==> config.mk <==
export PLATFORM = sky130hd
export DESIGN_NAME = dma_traffic_gen
export DESIGN_NICKNAME = d
export VERILOG_FILES = /design/src/rtl/dma_bench_pkg.sv /design/src/rtl/dma_gen_payload.sv /design/src/rtl/dma_traffic_gen.sv
export SDC_FILE = /design/constraint.sdc
export NUM_CORES = 1
export LEC_CHECK = 0
export BUFFER_PORTS_ARGS = -buffer_cell sky130_fd_sc_hd__buf_2
export CORE_MARGIN = 4
export CORE_UTILIZATION = 25
export CTS_CLUSTER_DIAMETER = 100
export CTS_CLUSTER_SIZE = 16
export DETAILED_ROUTE_END_ITERATION = 10
export PLACE_DENSITY = 0.48
export SLEW_MARGIN = 10
export SYNTH_ARGS = -nofsm -noshare
export SYNTH_HDL_FRONTEND = slang
export SYNTH_SLANG_ARGS = --single-unit
==> constraint.sdc <==
create_clock -name ACLK -period 11.4 [get_ports ACLK]
set_input_delay 0.57 -clock ACLK [delete_from_list [all_inputs] [get_ports ACLK]]
set_output_delay 0.57 -clock ACLK [all_outputs]
set_load 0.005 [all_outputs]
==> src/rtl/dma_bench_pkg.sv <==
// Shared definitions for the DMA benchmark generator and receiver:
// FSM encoding, TUSER field offsets, magic code, LFSR polynomial and beat size.
package dma_bench_pkg;

  typedef enum logic [1:0] {
    ST_IDLE = 2'd0,
    ST_HEAD = 2'd1,
    ST_BODY = 2'd2,
    ST_GAP  = 2'd3
  } gen_state_e;

  localparam int TUSER_LEN_LSB = 0;
  localparam int TUSER_SRC_LSB = 16;
  localparam int TUSER_DST_LSB = 24;

  localparam logic [23:0] MAGIC_CODE_DEFAULT = 24'haecafe;
  localparam int          BEAT_BYTES         = 32;

  // x^32+x^22+x^2+x+1 in right-shift Galois form
  localparam logic [31:0] LFSR_POLY = 32'h8020_0003;
  localparam logic [31:0] LFSR_SEED = 32'h0000_0001;

  typedef struct packed {
    gen_state_e  state;
    logic        stop_pending;
    logic [15:0] beat_idx;
    logic [15:0] gap_cnt;
  } gen_dbg_t;

  function automatic logic [31:0] lfsr_step(input logic [31:0] s);
    return s[0] ? ((s >> 1) ^ LFSR_POLY) : (s >> 1);
  endfunction

  function automatic logic [15:0] clamp_len(input logic [15:0] len,
                                            input logic [15:0] lo,
                                            input logic [15:0] hi);
    if (len < lo) return lo;
    if (len > hi) return hi;
    return len;
  endfunction

endpackage

==> src/rtl/dma_gen_payload.sv <==
// Payload source for one 256-bit beat: counter pattern by default, or a
// 32-bit Galois LFSR (8 words per beat) when DMA_TRAFFIC_GEN_PRBS_EN is defined.
module dma_gen_payload
  import dma_bench_pkg::*;
(
  input  logic         ACLK,
  input  logic         RESETN,
  input  logic         seed,
  input  logic         advance,
  input  logic [15:0]  seq,
  input  logic [7:0]   beat_idx,
  output logic [255:0] payload
);

`ifdef DMA_TRAFFIC_GEN_PRBS_EN
  logic [31:0]       lfsr_q;
  logic [8:0][31:0]  chain;
  logic              unused_inputs;

  // Word w of a beat is the LFSR state w steps after the beat's base state.
  always_comb begin
    chain    = '0;
    chain[0] = seed ? LFSR_SEED : lfsr_q;
    for (int w = 0; w < 8; w++) begin
      chain[w+1] = lfsr_step(chain[w]);
    end
  end

  always_comb begin
    payload = '0;
    for (int w = 0; w < 8; w++) begin
      payload[32*w +: 32] = chain[w];
    end
  end

  always_ff @(posedge ACLK) begin
    if (!RESETN) begin
      lfsr_q <= LFSR_SEED;
    end else if (advance) begin
      lfsr_q <= chain[8];
    end
  end

  assign unused_inputs = ^{seq, beat_idx};
`else
  logic unused_inputs;

  always_comb begin
    payload = '0;
    for (int w = 0; w < 8; w++) begin
      payload[32*w +: 32] = {seq, beat_idx, 8'(w)};
    end
  end

  assign unused_inputs = ^{ACLK, RESETN, seed, advance};
`endif

endmodule

==> src/rtl/dma_traffic_gen.sv <==
// AXI4-Stream benchmark packet generator with registered stream outputs.
// Optional PRBS payload selected by DMA_TRAFFIC_GEN_PRBS_EN.
module dma_traffic_gen
  import dma_bench_pkg::*;
#(
  parameter int          C_M_AXIS_DATA_WIDTH  = 256,
  parameter int          C_M_AXIS_TUSER_WIDTH = 128,
  parameter logic [23:0] USER_MAGIC_CODE      = MAGIC_CODE_DEFAULT,
  parameter logic [15:0] MAX_PKT_LEN          = 16'd9600,
  parameter logic [15:0] MIN_PKT_LEN          = 16'd64
) (
  input  logic                              ACLK,
  input  logic                              RESETN,
  input  logic                              cfg_start,
  input  logic                              cfg_stop,
  input  logic [15:0]                       cfg_pkt_len,
  input  logic [31:0]                       cfg_num_pkts,
  input  logic [15:0]                       cfg_gap,
  input  logic [7:0]                        cfg_src_port,
  input  logic [7:0]                        cfg_dst_port,
  output logic [C_M_AXIS_DATA_WIDTH-1:0]    M_AXIS_TDATA,
  output logic [C_M_AXIS_DATA_WIDTH/8-1:0]  M_AXIS_TSTRB,
  output logic [C_M_AXIS_TUSER_WIDTH-1:0]   M_AXIS_TUSER,
  output logic                              M_AXIS_TVALID,
  output logic                              M_AXIS_TLAST,
  input  logic                              M_AXIS_TREADY,
  output logic                              busy,
  output logic [31:0]                       pkts_sent,
  output logic [31:0]                       bytes_sent
);

  localparam int STRB_W = C_M_AXIS_DATA_WIDTH / 8;

  // Handshake: a beat moves when TVALID && TREADY; while TVALID is high the
  // beat registers are frozen, and TVALID only falls after a transfer or reset.

  gen_state_e  state_q, state_d;
  logic [15:0] len_q, beats_q, gap_q, beat_q, gap_cnt_q;
  logic [31:0] num_q, seq_q, pkts_q, bytes_q;
  logic [7:0]  src_q, dst_q;
  logic        stop_pending_q;

  logic        fire, start_now, load, pkt_done, stop_any, run_end;
  logic [15:0] nxt_idx, cfg_len_c, cfg_beats_c;
  logic [15:0] cur_len, cur_beats;
  logic [7:0]  cur_src, cur_dst;
  logic [31:0] nxt_seq;
  logic [4:0]  len_rem;
  logic        beat_last;
  logic [255:0]                     payload;
  logic [C_M_AXIS_DATA_WIDTH-1:0]   beat_tdata;
  logic [STRB_W-1:0]                beat_strb;
  logic [C_M_AXIS_TUSER_WIDTH-1:0]  beat_tuser;
  gen_dbg_t                         dbg_probe_unused;

  assign fire        = M_AXIS_TVALID && M_AXIS_TREADY;
  assign stop_any    = stop_pending_q | cfg_stop;
  assign run_end     = ((num_q != 32'd0) && (pkts_q + 32'd1 == num_q)) || stop_any;
  assign cfg_len_c   = clamp_len(cfg_pkt_len, MIN_PKT_LEN, MAX_PKT_LEN);
  assign cfg_beats_c = 16'((cfg_len_c + 16'd31) >> 5);
  assign nxt_seq     = pkt_done ? seq_q + 32'd1 : seq_q;

  // The first beat is built on the same edge the config is latched.
  assign cur_len   = start_now ? cfg_len_c    : len_q;
  assign cur_beats = start_now ? cfg_beats_c  : beats_q;
  assign cur_src   = start_now ? cfg_src_port : src_q;
  assign cur_dst   = start_now ? cfg_dst_port : dst_q;

  always_ff @(posedge ACLK) begin
    if (!RESETN) begin
      state_q <= ST_IDLE;
    end else begin
      state_q <= state_d;
    end
  end

  always_comb begin
    state_d   = state_q;
    start_now = 1'b0;
    load      = 1'b0;
    pkt_done  = 1'b0;
    nxt_idx   = beat_q;
    case (state_q)
      ST_IDLE: begin
        if (cfg_start) begin
          state_d   = ST_HEAD;
          start_now = 1'b1;
          load      = 1'b1;
          nxt_idx   = 16'd0;
        end
      end
      ST_HEAD, ST_BODY: begin
        if (fire) begin
          if (M_AXIS_TLAST) begin
            pkt_done = 1'b1;
            if (run_end) begin
              state_d = ST_IDLE;
            end else if (gap_q == 16'd0) begin
              state_d = ST_HEAD;
              load    = 1'b1;
              nxt_idx = 16'd0;
            end else begin
              state_d = ST_GAP;
            end
          end else begin
            state_d = ST_BODY;
            load    = 1'b1;
            nxt_idx = beat_q + 16'd1;
          end
        end
      end
      ST_GAP: begin
        if (stop_any) begin
          state_d = ST_IDLE;
        end else if (gap_cnt_q == gap_q - 16'd1) begin
          state_d = ST_HEAD;
          load    = 1'b1;
          nxt_idx = 16'd0;
        end
      end
      default: state_d = ST_IDLE;
    endcase
  end

  dma_gen_payload u_payload (
    .ACLK     (ACLK),
    .RESETN   (RESETN),
    .seed     (start_now),
    .advance  (load),
    .seq      (nxt_seq[15:0]),
    .beat_idx (nxt_idx[7:0]),
    .payload  (payload)
  );

  // Next-beat builder; only captured into the output registers when load is set.
  assign len_rem   = cur_len[4:0];
  assign beat_last = (nxt_idx == cur_beats - 16'd1);

  always_comb begin
    beat_tdata = payload;
    if (nxt_idx == 16'd0) begin
      beat_tdata[63:0] = {nxt_seq, 8'h00, USER_MAGIC_CODE};
    end
    beat_strb = '1;
    if (beat_last && (len_rem != 5'd0)) begin
      beat_strb = ~({STRB_W{1'b1}} << len_rem);
    end
    beat_tuser = '0;
    beat_tuser[TUSER_LEN_LSB +: 16] = cur_len;
    beat_tuser[TUSER_SRC_LSB +: 8]  = cur_src;
    beat_tuser[TUSER_DST_LSB +: 8]  = cur_dst;
  end

  always_ff @(posedge ACLK) begin
    if (!RESETN) begin
      len_q          <= '0;
      beats_q        <= '0;
      num_q          <= '0;
      gap_q          <= '0;
      src_q          <= '0;
      dst_q          <= '0;
      seq_q          <= '0;
      beat_q         <= '0;
      gap_cnt_q      <= '0;
      stop_pending_q <= 1'b0;
      pkts_q         <= '0;
      bytes_q        <= '0;
      M_AXIS_TDATA   <= '0;
      M_AXIS_TSTRB   <= '0;
      M_AXIS_TUSER   <= '0;
      M_AXIS_TVALID  <= 1'b0;
      M_AXIS_TLAST   <= 1'b0;
    end else begin
      if (start_now) begin
        len_q   <= cfg_len_c;
        beats_q <= cfg_beats_c;
        num_q   <= cfg_num_pkts;
        gap_q   <= cfg_gap;
        src_q   <= cfg_src_port;
        dst_q   <= cfg_dst_port;
        pkts_q  <= '0;
        bytes_q <= '0;
      end
      if (pkt_done) begin
        pkts_q  <= pkts_q + 32'd1;
        bytes_q <= bytes_q + {16'd0, len_q};
        seq_q   <= seq_q + 32'd1;
      end
      if (load) begin
        beat_q        <= nxt_idx;
        M_AXIS_TDATA  <= beat_tdata;
        M_AXIS_TSTRB  <= beat_strb;
        M_AXIS_TUSER  <= beat_tuser;
        M_AXIS_TLAST  <= beat_last;
        M_AXIS_TVALID <= 1'b1;
      end else if (fire) begin
        M_AXIS_TVALID <= 1'b0;
      end
      gap_cnt_q      <= (state_q == ST_GAP && state_d == ST_GAP) ? gap_cnt_q + 16'd1 : 16'd0;
      stop_pending_q <= (state_d == ST_IDLE) ? 1'b0 : (stop_pending_q | cfg_stop);
    end
  end

  assign busy       = (state_q != ST_IDLE);
  assign pkts_sent  = pkts_q;
  assign bytes_sent = bytes_q;

  // Probe point for bound checkers.
  assign dbg_probe_unused = '{state: state_q, stop_pending: stop_pending_q,
                              beat_idx: beat_q, gap_cnt: gap_cnt_q};

endmodule

==> report_table.html <==
<table>
<tr><th>Metric</th><th>Value</th></tr>
<tr><th colspan="2">Layout</th></tr>
<tr><td>Final net count</td><td>between 2000 and 3000</td></tr>
<tr><td>Final standard cell area without fillers</td><td>between 0.02 and 0.025 sq mm</td></tr>
<tr><td>Share of final-layout standard cells stronger than drive strength 1</td><td>0.199</td></tr>
<tr><td>Signed area change from the synthesized netlist to the final layout</td><td>11.7%</td></tr>
<tr><th colspan="2">Setup path</th></tr>
<tr><td>Maximum net fanout on the critical path</td><td>86</td></tr>
<tr><td>Ordered list of cells on the worst path</td><td>ha_1, nand3_2, or4_1, or4_1, mux2i_1, a2111oi_0, and4b_1, o22ai_2, a21oi_1, a21o_4, buf_4, nor4_1, nand3_1, nor3_4, buf_4, a31oi_1</td></tr>
<tr><td>Startpoint class of the critical path</td><td>register</td></tr>
<tr><td>Crit path max-delay cell type</td><td>or4_1</td></tr>
<tr><td>Data arrival at the endpoint of the critical path</td><td>6.71 ns</td></tr>
<tr><td>Critical path depth</td><td>16</td></tr>
<tr><td>Combined buffer and inverter count along the critical path</td><td>2</td></tr>
<tr><td>Cells on worst reg2reg path</td><td>16</td></tr>
<tr><td>Worst Setup End Kind</td><td>register</td></tr>
<tr><td>Delay of the slowest cell on the worst path</td><td>about 0.71 ns</td></tr>
<tr><td>Family with the most delay on the worst path</td><td>simple AND/OR/NAND/NOR gates</td></tr>
<tr><td>Critical Setup Path Class</td><td>register to register</td></tr>
<tr><td>Endpoint required time on the critical path</td><td>roughly 12 ns</td></tr>
<tr><th colspan="2">STA</th></tr>
<tr><td>Worst slew pin tran</td><td>between 1 and 1.5 ns</td></tr>
<tr><td>Time the worst path needs with I/O delays and setup</td><td>slightly above 6 ns</td></tr>
<tr><td>Final hold violation count</td><td>0</td></tr>
<tr><td>Period utilisation layout</td><td>0.539</td></tr>
<tr><td>Setup violations, final</td><td>0</td></tr>
<tr><td>Achievable frequency</td><td>approximately 0.16 GHz</td></tr>
<tr><td>Minimum hold slack</td><td>between 0.15 and 0.2 ns</td></tr>
<tr><td>Worst setup slack after layout</td><td>~5.3 ns</td></tr>
<tr><td>Worst-case clock skew</td><td>0.0603 ns</td></tr>
<tr><td>Aggregate negative setup slack</td><td>0 ns</td></tr>
<tr><td>Final max-slew violation count</td><td>0</td></tr>
<tr><td>Worst slew margin</td><td>0.316</td></tr>
<tr><td>Unrepaired setup endpoints after global routing</td><td>false</td></tr>
<tr><th colspan="2">Logic synthesis</th></tr>
<tr><td>Flip-flop and latch count after synthesis</td><td>roughly 370</td></tr>
<tr><td>Leading area contributor after synthesis</td><td>dfxtp_1</td></tr>
<tr><td>Synth warnings</td><td>0</td></tr>
<tr><td>Portion of netlist area occupied by mux cells</td><td>0.0171</td></tr>
<tr><td>Post-synth cell types</td><td>94</td></tr>
<tr><td>Fraction of the mapped netlist area in adder cells</td><td>0.0167</td></tr>
<tr><td>Top cells by area in the synthesized netlist</td><td>dfxtp_1 36%, buf_4 10%, nor2_1 5.2%, nand2_1 5.0%, a21oi_1 4.9%</td></tr>
<tr><td>Number of enable flip-flop cells after synthesis</td><td>0</td></tr>
<tr><td>Share of the synthesized area in compound gates (AO/OA/AOI/OAI)</td><td>0.190</td></tr>
<tr><td>Async set-reset flop share out of synthesis</td><td>0</td></tr>
<tr><td>Average instance area after synthesis</td><td>about 8 sq um</td></tr>
<tr><td>Post-synthesis share of cell area spent on and, or, nand and nor gates</td><td>0.220</td></tr>
<tr><td>Main combinational cell family by area after synthesis</td><td>simple AND/OR/NAND/NOR gates</td></tr>
<tr><td>Count of mapped cells out of synthesis</td><td>roughly 2600</td></tr>
<tr><td>Post-synth top area share</td><td>0.356</td></tr>
<tr><td>Sequential element share of the synthesized area</td><td>0.356</td></tr>
<tr><td>Synthesized area</td><td>0.0206 sq mm</td></tr>
<tr><td>Xor and xnor area share after synthesis</td><td>0.0572</td></tr>
<tr><td>Synth Flop Type</td><td>dfxtp_1</td></tr>
<tr><th colspan="2">Place</th></tr>
<tr><td>Number of buffers added on ports</td><td>433</td></tr>
<tr><td>Dpl ws</td><td>between 5 and 6 ns</td></tr>
<tr><td>HPWL after detailed placement</td><td>between 50000 and 60000 um</td></tr>
<tr><td>Total placed instance area</td><td>~0.022 sq mm</td></tr>
<tr><td>Final weighted congestion in routability-driven placement</td><td>0.841</td></tr>
<tr><th colspan="2">Global routing</th></tr>
<tr><td>Total congestion overflow after global routing</td><td>0</td></tr>
<tr><td>Combined global-route utilization of all metal layers</td><td>0.150</td></tr>
<tr><td>First-pass GRT wire length</td><td>approximately 100000 um</td></tr>
<tr><td>Antenna violations before repair</td><td>5</td></tr>
<tr><td>Maximum number of pins on one net before global-route repair</td><td>between 80 and 90</td></tr>
<tr><td>Number of global-route vias before repair</td><td>about 17000</td></tr>
<tr><th colspan="2">Die</th></tr>
<tr><td>Placeable Area</td><td>0.0818 sq mm</td></tr>
<tr><td>Initial Util</td><td>0.252</td></tr>
<tr><td>Boundary Pins</td><td>568</td></tr>
<tr><td>Number of rows created at floorplan</td><td>~110</td></tr>
<tr><td>Die width</td><td>approximately 300 um</td></tr>
<tr><td>Die Area</td><td>between 0.08 and 0.09 sq mm</td></tr>
<tr><td>Die Y-Extent</td><td>295 um</td></tr>
<tr><th colspan="2">Clock tree</th></tr>
<tr><td>Cts repair resizes</td><td>0</td></tr>
<tr><td>CTS H-tree depth</td><td>1</td></tr>
<tr><td>CTS tree</td><td>built</td></tr>
<tr><td>Post-CTS setup buffers</td><td>0</td></tr>
<tr><td>Clock Root Buffer</td><td>clkbuf_16</td></tr>
<tr><td>Clock-pin transition on the worst setup and hold timing paths</td><td>roughly 0.070 ns</td></tr>
<tr><td>Total CTS buffers</td><td>30</td></tr>
<tr><td>Hold_buf cts</td><td>0</td></tr>
<tr><td>Later-pin clock latency in the skew report</td><td>0.64 ns</td></tr>
<tr><td>Number of buffers on the longest clock path</td><td>3</td></tr>
<tr><td>CTS Sinks</td><td>~370</td></tr>
<tr><th colspan="2">Run</th></tr>
<tr><td>Number of violations of the max-capacitance limit</td><td>0</td></tr>
<tr><th colspan="2">Routing</th></tr>
<tr><td>Initial drt markers</td><td>1186</td></tr>
<tr><td>Post-detailed-route count of antenna-violating nets</td><td>0</td></tr>
<tr><td>Detailed-routing iteration count for the pre-antenna-repair pass</td><td>5</td></tr>
<tr><td>Routed via count</td><td>around 18000</td></tr>
<tr><td>Vias per inst</td><td>4.68</td></tr>
<tr><td>DRC</td><td>0</td></tr>
<tr><td>WL per Instance</td><td>between 15 and 20 um</td></tr>
<tr><td>Routed wire length</td><td>69800 um</td></tr>
<tr><th colspan="2">Pwr</th></tr>
<tr><td>Switching fraction of total power</td><td>0.306</td></tr>
<tr><td>Static Leakage</td><td>9.62 nW</td></tr>
<tr><td>Int Power</td><td>roughly 2.1 mW</td></tr>
<tr><td>Combinational group share of total power</td><td>0.168</td></tr>
<tr><td>Power Density</td><td>128 mW/mm^2</td></tr>
<tr><td>Worst VDD drop</td><td>121 uV</td></tr>
<tr><td>Share of power burned in registers</td><td>0.473</td></tr>
<tr><td>Net switching power of the design</td><td>a little over 0.9 mW</td></tr>
<tr><td>Clock network fraction of total power</td><td>0.359</td></tr>
<tr><th colspan="2">Hold path</th></tr>
<tr><td>Hold Path Depth</td><td>3</td></tr>
<tr><td>HP Class</td><td>primary input to register</td></tr>
<tr><th colspan="2">Status</th></tr>
<tr><td>Status</td><td>completed</td></tr>
</table>
state kept, by name, indices dropped and copies added (netlist names), 2 cells and up:
| name | flops |
|---|---|
| num_q | 32 |
| beat_q | 16 |
| len_q | 16 |
| seq_q | 32 |
| beats_q | 16 |
| src_q | 8 |
| gap_q | 16 |
| M_AXIS_TSTRB | 32 |
| bytes_sent | 32 |
| M_AXIS_TDATA | 74 |
| dst_q | 8 |
| pkts_sent | 32 |
| gap_cnt_q | 16 |
| state_q | 2 |
| M_AXIS_TUSER | 32 |
per-layer routing:
layer	track usage	share of wire
met5	0	0
met4	0.0265	0.014
met3	0.0286	0.056
met2	0.243	0.46
met1	0.210	0.47
cells by family after synthesis:
group | after synthesis
XOR/XNOR | 133
flip-flops | 367
other | 1
AND/OR/NAND/NOR | 952
adder cells (fa/ha/maj) | 27
multiplexers | 35
buffers and inverters | 489
AO/OA/AOI/OAI | 606
tightest hold or removal path, stage by stage:
cell     delay [ns]
buf_2          0.09
nand2_1        0.05
a21oi_1        0.05
final cells by class:
cell class,instances,area (sq um)
antenna,1,2.50
sequential,367,7350
clock buffer,32,768
inverter,46,180
fill,8925,58800
multi-input combinational,1887,10900
clock inverter,11,165
timing repair buffer,455,2330
tap,1070,1340
cells in the final DEF (no fill, tap or decap), types with 8 or more instances in the layout:
cell type | synthesis | final
a2bb2oi_1 | 8 | 8
a21o_1 | 10 | 9
o2bb2ai_1 | 13 | 13
and4_1 | 11 | 11
inv_1 | 46 | 45
o21ai_0 | 109 | 109
o211ai_1 | 12 | 12
xnor2_1 | 74 | 74
clkbuf_16 | 0 | 30
buf_4 | 280 | 23
nor2_1 | 288 | 287
o22ai_1 | 13 | 13
a22oi_1 | 37 | 37
xor2_1 | 58 | 58
o21a_1 | 13 | 13
nand2_1 | 274 | 273
and2_1 | 28 | 27
a211oi_1 | 38 | 38
dfxtp_1 | 367 | 367
or3_1 | 26 | 26
a311oi_1 | 10 | 10
nor4_1 | 33 | 33
ha_1 | 26 | 26
or4_1 | 16 | 16
o31ai_1 | 15 | 15
nand4b_1 | 9 | 9
nand4_1 | 38 | 38
conb_1 | 1 | 134
nand3_1 | 89 | 87
a31oi_1 | 29 | 29
nor3_1 | 50 | 49
nand2b_1 | 25 | 25
mux2i_1 | 34 | 34
buf_2 | 12 | 432
a21oi_2 | 19 | 19
a21oi_1 | 201 | 200
and3_1 | 26 | 26
final timing paths:
| kind | from | endpoint | slack, ns |
|---|---|---|---|
| min | cfg_num_pkts[0] | num_q[0] | 0.17 |
| max | pkts_sent[0] | M_AXIS_TSTRB[7] | 5.26 |
| max reg2reg | pkts_sent[0] | M_AXIS_TSTRB[7] | 5.26 |
| min reg2reg | M_AXIS_TDATA[33] | M_AXIS_TDATA[33] | 0.45 |
power by group through the flow:
stage	sequential, mW	combinational (mW)	clock (mW)
2_1_floorplan	1.42	0.376	0
3_3_place_gp	1.43	0.502	0
3_5_place_dp	1.43	0.502	0
4_1_cts	1.40	0.503	1.11
5_1_grt	1.41	0.557	1.16
6_report	1.40	0.498	1.06
Yosys cell counts (all sizes together), types with 28 or more instances:
| cell | n |
|---|---|
| xor2 | 58 |
| inv | 46 |
| a31oi | 30 |
| clkbuf | 137 |
| nand4 | 39 |
| nor4 | 36 |
| dfxtp | 367 |
| nand2 | 275 |
| nor2 | 290 |
| a21oi | 220 |
| a22oi | 37 |
| nand3 | 91 |
| and2 | 28 |
| xnor2 | 74 |
| nor3 | 51 |
| o21ai | 112 |
| mux2i | 34 |
| a211oi | 38 |
| buf | 306 |
metrics by stage:
stage / power (mW) / instances / utilization
2_1_floorplan: 1.79 / 2743 / -
3_3_place_gp: 1.93 / 3825 / 0.270
3_5_place_dp: 1.93 / 3825 / 0.270
4_1_cts: 3.02 / 3868 / 0.281
5_1_grt: 3.12 / 3869 / 0.281
6_report: 2.96 / 3869 / 0.281
No activity file was read; power rests on OpenSTA's default activity.
